--- src/rtl/serial_adder_ctrl_pkg.sv ---
// Shared definitions for the bit-serial adder controller: state encoding and default width.
package serial_adder_ctrl_pkg;

    localparam int unsigned DEF_WIDTH = 4;

    localparam logic [1:0] IDLE = 2'd0;
    localparam logic [1:0] RUN  = 2'd1;
    localparam logic [1:0] DONE = 2'd2;

    typedef enum logic [1:0] {
        ST_IDLE = IDLE,
        ST_RUN  = RUN,
        ST_DONE = DONE
    } state_e;

endpackage

--- src/rtl/serial_adder_ctrl_if.sv ---
// Host-side start/busy/done handshake and operand/result bus of the serial adder.
interface serial_adder_ctrl_if
    import serial_adder_ctrl_pkg::*;
#(
    parameter int unsigned WIDTH = DEF_WIDTH
) ();

    logic             start;
    logic [WIDTH-1:0] a;
    logic [WIDTH-1:0] b;
    logic             cin;
    logic             busy;
    logic             done;
    logic [WIDTH-1:0] sum;
    logic             cout;
    logic             overflow;

    modport master (
        output start, a, b, cin,
        input  busy, done, sum, cout, overflow
    );

    modport slave (
        input  start, a, b, cin,
        output busy, done, sum, cout, overflow
    );

endinterface

--- src/rtl/serial_adder_ctrl_fa.sv ---
// Existing 1-bit full-adder cell, purely combinational.
module CONG_TOAN_PHAN (
    input  logic A,
    input  logic B,
    input  logic CIN,
    output logic S,
    output logic COUT
);

    assign S    = A ^ B ^ CIN;
    assign COUT = (A & B) | (CIN & (A ^ B));

endmodule

--- src/rtl/serial_adder_ctrl.sv ---
// Bit-serial adder: one full-adder cell iterated LSB-first over WIDTH cycles,
// with start/busy/done handshake and back-to-back acceptance from DONE.
module serial_adder_ctrl
    import serial_adder_ctrl_pkg::*;
#(
    parameter int unsigned WIDTH = DEF_WIDTH
) (
    input  logic               clk,
    input  logic               rst,
    serial_adder_ctrl_if.slave bus
);

    localparam int unsigned CNT_W = $clog2(WIDTH);

    state_e           r_state;
    logic [CNT_W-1:0] r_cnt;
    logic [WIDTH-1:0] r_sh_a;
    logic [WIDTH-1:0] r_sh_b;
    logic             r_carry;
    logic [WIDTH-1:0] r_sum;
    logic             r_cout;
    logic             r_ovf;
    logic             r_busy;
    logic             r_done;

    logic             w_s;
    logic             w_co;
    logic             w_load;
    logic             w_last;

    CONG_TOAN_PHAN u_fa (
        .A    (r_sh_a[0]),
        .B    (r_sh_b[0]),
        .CIN  (r_carry),
        .S    (w_s),
        .COUT (w_co)
    );

    // A new operation may start from IDLE or directly from DONE.
    assign w_load = bus.start && ((r_state == ST_IDLE) || (r_state == ST_DONE));
    assign w_last = (r_cnt == CNT_W'(WIDTH - 1));

    always_ff @(posedge clk) begin
        if (rst) begin
            r_state <= ST_IDLE;
            r_cnt   <= '0;
            r_sh_a  <= '0;
            r_sh_b  <= '0;
            r_carry <= 1'b0;
            r_sum   <= '0;
            r_cout  <= 1'b0;
            r_ovf   <= 1'b0;
            r_busy  <= 1'b0;
            r_done  <= 1'b0;
        end else begin
            r_done <= 1'b0;
            if (w_load) begin
                r_sh_a  <= bus.a;
                r_sh_b  <= bus.b;
                r_carry <= bus.cin;
                r_cnt   <= '0;
                r_state <= ST_RUN;
                r_busy  <= 1'b1;
            end else begin
                case (r_state)
                    ST_RUN: begin
                        r_sum   <= {w_s, r_sum[WIDTH-1:1]};
                        r_carry <= w_co;
                        r_sh_a  <= r_sh_a >> 1;
                        r_sh_b  <= r_sh_b >> 1;
                        // On the MSB step r_carry is the carry into the MSB.
                        if (w_last) begin
                            r_cnt   <= '0;
                            r_cout  <= w_co;
                            r_ovf   <= r_carry ^ w_co;
                            r_state <= ST_DONE;
                            r_busy  <= 1'b0;
                            r_done  <= 1'b1;
                        end else begin
                            r_cnt <= CNT_W'(r_cnt + 1'b1);
                        end
                    end
                    ST_DONE: begin
                        r_state <= ST_IDLE;
                        r_busy  <= 1'b0;
                    end
                    default: begin
                        r_state <= ST_IDLE;
                        r_busy  <= 1'b0;
                    end
                endcase
            end
        end
    end

    assign bus.busy     = r_busy;
    assign bus.done     = r_done;
    assign bus.sum      = r_sum;
    assign bus.cout     = r_cout;
    assign bus.overflow = r_ovf;

endmodule
--- src/flat_wrapper.sv ---
// flat-port wrapper written by rule: the top's interface ports become plain ports
module serial_adder_ctrl_flat import serial_adder_ctrl_pkg::*;
#(
    parameter int unsigned WIDTH = DEF_WIDTH
)
  (clk, rst, bus_start, bus_a, bus_b, bus_cin, bus_busy, bus_done, bus_sum, bus_cout, bus_overflow);
  serial_adder_ctrl_if #(.WIDTH(WIDTH)) bus_i ();
  input  logic clk;
  input  logic rst;
  input wire logic [$bits(bus_i.start)-1:0] bus_start;
  input wire logic [$bits(bus_i.a)-1:0] bus_a;
  input wire logic [$bits(bus_i.b)-1:0] bus_b;
  input wire logic [$bits(bus_i.cin)-1:0] bus_cin;
  output wire logic [$bits(bus_i.busy)-1:0] bus_busy;
  output wire logic [$bits(bus_i.done)-1:0] bus_done;
  output wire logic [$bits(bus_i.sum)-1:0] bus_sum;
  output wire logic [$bits(bus_i.cout)-1:0] bus_cout;
  output wire logic [$bits(bus_i.overflow)-1:0] bus_overflow;
  assign bus_i.start = bus_start;
  assign bus_i.a = bus_a;
  assign bus_i.b = bus_b;
  assign bus_i.cin = bus_cin;
  assign bus_busy = bus_i.busy;
  assign bus_done = bus_i.done;
  assign bus_sum = bus_i.sum;
  assign bus_cout = bus_i.cout;
  assign bus_overflow = bus_i.overflow;
  serial_adder_ctrl #(.WIDTH(WIDTH)) u_core (.clk(clk), .rst(rst), .bus(bus_i));
endmodule
--- config.mk ---
export PLATFORM = sky130hd
export DESIGN_NAME = serial_adder_ctrl_flat
export DESIGN_NICKNAME = d
export VERILOG_FILES = /design/src/rtl/serial_adder_ctrl_pkg.sv /design/src/rtl/serial_adder_ctrl_if.sv /design/src/rtl/serial_adder_ctrl_fa.sv /design/src/rtl/serial_adder_ctrl.sv /design/src/flat_wrapper.sv
export SDC_FILE = /design/constraint.sdc
export NUM_CORES = 1
export LEC_CHECK = 0
export ABC_AREA = 1
export CORE_UTILIZATION = 45
export CTS_CLUSTER_SIZE = 30
export DETAILED_ROUTE_END_ITERATION = 10
export HOLD_SLACK_MARGIN = 0.05
export PLACE_DENSITY = 0.78
export SLEW_MARGIN = 20
export SYNTH_ARGS = -nofsm -noshare
export SYNTH_HDL_FRONTEND = slang
export SYNTH_SLANG_ARGS = --single-unit
--- constraint.sdc ---
create_clock -name clk -period 3.1 [get_ports clk]
set_clock_uncertainty 0.05 [all_clocks]
set_input_delay 0.93 -clock clk [delete_from_list [all_inputs] [get_ports clk]]
set_output_delay 0.93 -clock clk [all_outputs]
set_load 0.1 [all_outputs]
=== Yosys cells after proc, flatten, opt, wreduce, memory -nomap -nowiden ===
Index checks and enable logic that the tools add are counted.

* $add $sub $neg: 1
* Eq/ne operators: 4
* Muxes and demuxes: 14
* Bitwise logic cells: 8
* Reduce and logical (&&, ||, !) cells: 8

{| class="wikitable"
|+ Operator list
! kind !! count
|-
| 4-bit two-way mux || 4
|-
| 1-bit two-way mux || 9
|-
| 2-bit == test (second input constant) || 2
|-
| 3-bit by 1-bit inequality test with 1-bit output (second input constant) || 1
|-
| 3-bit AND reduction || 1
|-
| 3-bit OR reduction || 1
|-
| 1-bit XOR || 3
|-
| 2-bit by 1-bit adder with 2-bit output (second input constant) || 1
|-
| 1-bit bitwise AND || 2
|-
| 2-bit by 1-bit == test with 1-bit output (second input constant) || 1
|-
| 2-bit logical NOT || 1
|-
| 2-bit two-way mux || 1
|-
| 1-bit NOT || 2
|-
| 2-bit AND reduction || 1
|-
| 2-bit nonzero test || 1
|-
| 2-bit OR reduction || 1
|-
| 1-bit logical AND || 1
|-
| 1-bit logical OR || 1
|-
| 1-bit OR || 1
|}

* Register bits: 21
* Input port bits: 12
* Output and inout bits: 8
* Word-level logic and storage cells: 46

=== Logic depth before layout (Yosys ltp) ===
* Depth in word-level cells: 5
* Mapped depth: 7
* Mapped depth without buffers: 7

=== Hierarchy ===
Synthesis repeated with hierarchy kept, for this count alone.

* Cell total of the unflattened synthesis: 120
* Area, all modules: 894.6 um^2

{| class="wikitable"
|+ Modules (own cells, without submodules)
! module !! instances !! cells an instance !! area an instance (um^2) !! sequential area each (um^2)
|-
| serial_adder_ctrl || 1 || 119 || 874.6 || 400.4
|-
| CONG_TOAN_PHAN || 1 || 1 || 20.0 || 0.0
|}

=== Worst setup path after synthesis ===
OpenSTA, ideal clock, no wires.

* Path kind: reg-to-output
* Start point: reg u_core.r_busy, in the netlist u_core.bus.busy
* End point: out bus_busy
* Arrival: 1.016 ns
* Data required time: 2.120 ns
* Setup slack: 1.104 ns
* Stages on the path, launching flop included: 1
* Path buffers: 0
* Path through: dfxtp_1

{| class="wikitable"
|+ RTL lines
! element !! RTL line !! text
|-
| start, declared || serial_adder_ctrl.sv:23 || <nowiki>logic r_busy;</nowiki>
|-
| start signal, assigned || serial_adder_ctrl.sv:53 || <nowiki>r_busy <= 1'b0;</nowiki>
|-
| start signal, assigned || serial_adder_ctrl.sv:63 || <nowiki>r_busy <= 1'b1;</nowiki>
|-
| start signal, assigned || serial_adder_ctrl.sv:77 || <nowiki>r_busy <= 1'b0;</nowiki>
|-
| end, declared || flat_wrapper.sv:14 || <nowiki>output wire logic [$bits(bus_i.busy)-1:0] bus_busy;</nowiki>
|}

No word-level cell between the ends.

=== Worst setup path after layout ===
* Start point: reg u_core.r_busy, in the netlist u_core.bus.busy
* End point: out bus_busy

No word-level cell between the ends.

==> impl_metrics.py <==
metrics = {
    "setup_path": {
        "cp.arrival_ns": 1.08,
        "r2r_slack_ns": 1.80,
        "cp_max_fo": 6,
        "startpoint_type": "flip-flop",
        "worstSetupEndpointType": "output port",
        "crit_buf_inv": 1,
        "r2r_end": "u_core.bus.busy$_SDFFE_PP0P_",
        "cp.required_ns": 2.12,
        "slowest_delay_ns": 0.45,
        "crit_type": "flip-flop to output port",
        "cp_top_family": "flip-flops",
        "rr_startpoint": "u_core.bus.busy$_SDFFE_PP0P_",
        "worstPathCellList": "buf_4",
        "r2r_cells": 4,
        "crit_path_top_delay_cell": "dfxtp_1",
    },
    "die": {
        "ios": 20,
        "die-area_um2": 2130,
        "die_h_um": 46.15,
        "fp.coreArea_um2": 1783,
        "start_util_pct": 49.19,
        "die_x_um": 46.15,
        "rows": 15,
    },
    "placed_design": {
        "place.gp.congestion": 0.7613,
        "placed_cell_area_um2": 1054,
        "hpwl_um": 1197,
        "io_buffers": 19,
    },
    "logic_synthesis": {
        "yosys.area.top_type": "dfxtp_1",
        "syn_nets": 137,
        "yosysWarnings": 0,
        "synthesis.area_um2": 877.1,
        "yosys-top-cells-area": "dfxtp_1 (46%), nor2_1 (9.8%), nand2_1 (9.0%)",
        "seq_area_frac_synth_pct": 45.65,
        "syn_avg_cell_area_um2": 7.131,
        "ys_seq_elements": 20,
        "netlist_instances": 123,
        "ys_types": 16,
        "synth_top_area_share_pct": 45.65,
    },
    "clocking": {
        "cts_max_level": 1,
        "numCtsBuffers": 3,
        "cts_sinks": 20,
        "post-cts-setup-buffers": 0,
        "cts_root_buffer": "clkbuf_4",
        "ctsResizeCount": 0,
        "cts_buffer_depth": 2,
        "insertion_delay_ns": 0.29,
        "hold_buffers": 0,
        "cts_tree": "done",
        "clkTransAtPathRegs_ns": 0.10,
    },
    "grt": {
        "grt_overflow": 0,
        "grtUsageTotal_pct": 17.59,
        "antenna_found_initial": 0,
        "grt_pass1_vias": 647,
        "grt_max_degree": 19,
        "grt_pass1_wl_um": 2670,
    },
    "sta": {
        "fin_setup_tns_ns": 0,
        "rsz0062_at_grt": "false",
        "slew_violations": 0,
        "max_slew_margin_pct": 77.34,
        "min_period_ns": 2.059,
        "fmax_mhz": 485.6,
        "hold_viol": 0,
        "finalSetupViolCount": 0,
        "finalCritPeriodShare_pct": 66.43,
        "worst_pin_slew_ns": 0.3389,
    },
    "run_status": {
        "status": "complete, no violations",
    },
    "min_path": {
        "hold_end": "u_core.r_cnt[1]$_SDFFE_PP0N_",
        "hp-start": "u_core.r_cnt[1]$_SDFFE_PP0N_",
        "whs_path_depth": 2,
        "hold_class": "flip-flop to flip-flop",
    },
    "pwr": {
        "leakagePower_uw": 0.0005183,
        "cellPowerDensity_nw_per_um2": 490.9,
        "peakVddDrop_uv": 363.7,
    },
    "route": {
        "dr.pass1.iters": 4,
        "vias_per_cell": 4.627,
        "ant_nets": 0,
        "met2_length_um": 719,
        "highest_layer": "met4",
        "drt-total-wl_um": 1585,
        "drc": 0,
        "vias": 768,
        "wl_met3_um": 67,
        "wl_met1_um": 779,
        "wl_per_cell_um": 9.548,
        "drtIter0Drc": 9,
    },
    "layout": {
        "layout_commonest_cell": "nor2_1",
        "final_cell_mix": "nor2_1 (23), nand2_1 (21), dfxtp_1 (20)",
        "drive_above_1_share_pct": 12.06,
        "final_area_um2": 1076,
        "diodes": 0,
        "layout.nets": 157,
        "syn_to_final_growth_pct": 22.68,
        "fill_cells": 168,
    },
    "flow_run": {
        "maxCapViolCount": 0,
    },
}
[cells by family after synthesis]
logic type,share of synthesized area (%)
AOI/OAI and AO/OA,8.559
DFF,45.65
and+or+nand+nor,29.67
buffers and inverters,11.41
xor gates and xnor gates,0.9988
adders and majority gates,3.709
[metal layers]
metal | up-vias | GRT usage (%)
li1 | 414 | -
met1 | 332 | 22.67
met2 | 18 | 28.45
met3 | 4 | 5.882
met4 | 0 | 3.529
met5 | - | 0
[worst reg2reg max path, cell delays in order, from the launching register on]
cell and delay (ns):
dfxtp_1 0.45, nand2_2 0.25, inv_1 0.25, nand2_1 0.08, a21oi_1 0.15
[power breakdown]
part	switching [uW]	internal, uW
clock	71.9	45.2
combinational	86.0	39.5
sequential	11.7	274
[final cells by class]
type                    count  area [um^2]  share of cell area [%]
flip-flops and latches     20        400.4                   37.21
multi-input cells          79        376.6                   35.00
repair buffers             19        170.2                   15.81
inverters                  20        75.07                   6.977
well taps                  25        31.28                   2.907
clock buffers               3        22.52                   2.093
[per-stage QoR]
step	hold slack (ns)	power, uW	std cells	setup slack [ns]	utilization (%)
6_report	0.4254	528.2	166	1.041	60.35
5_1_grt	0.4595	560.5	166	0.9732	60.35
4_1_cts	0.4306	534.6	166	1.018	60.35
3_5_place_dp	0.4162	417.3	163	0.7935	59.09
3_3_place_gp	0.4080	414.3	163	0.8499	59.09
2_1_floorplan	0.3950	384.6	123	1.104	-
[synthesized netlist by cell type]
cell type	instances
nor2_1	23
nand2_1	21
dfxtp_1	20
inv_1	18
nand3_1	13
o21ai_0	8
a21oi_1	7
buf_2	2
buf_4	2
inv_2	2
nand2_2	2
fa_1	1
ha_1	1
nor2_2	1
nor2_4	1
xor2_1	1
[worst max path at each step]
stage,endpoint,slack [ns],start,cells past startpoint
5_1_grt,bus_busy,0.97,u_core.bus.busy$_SDFFE_PP0P_,1
2_1_floorplan,bus_busy,1.10,u_core.bus.busy$_SDFFE_PP0P_,0
6_report,bus_busy,1.04,u_core.bus.busy$_SDFFE_PP0P_,1
3_3_place_gp,u_core.r_sh_b[1]$_SDFFE_PP0P_,0.85,rst,6
3_5_place_dp,u_core.r_sh_b[1]$_SDFFE_PP0P_,0.79,rst,6
4_1_cts,bus_busy,1.02,u_core.bus.busy$_SDFFE_PP0P_,1
[flip-flops by register name, indices dropped and copies added (netlist names), 2 cells and up]
register	cells
u_core.r_sh_b	4
u_core.r_sh_a	4
u_core.r_cnt	2
u_core.bus.sum	4
No activity file was read; power rests on OpenSTA's default activity.
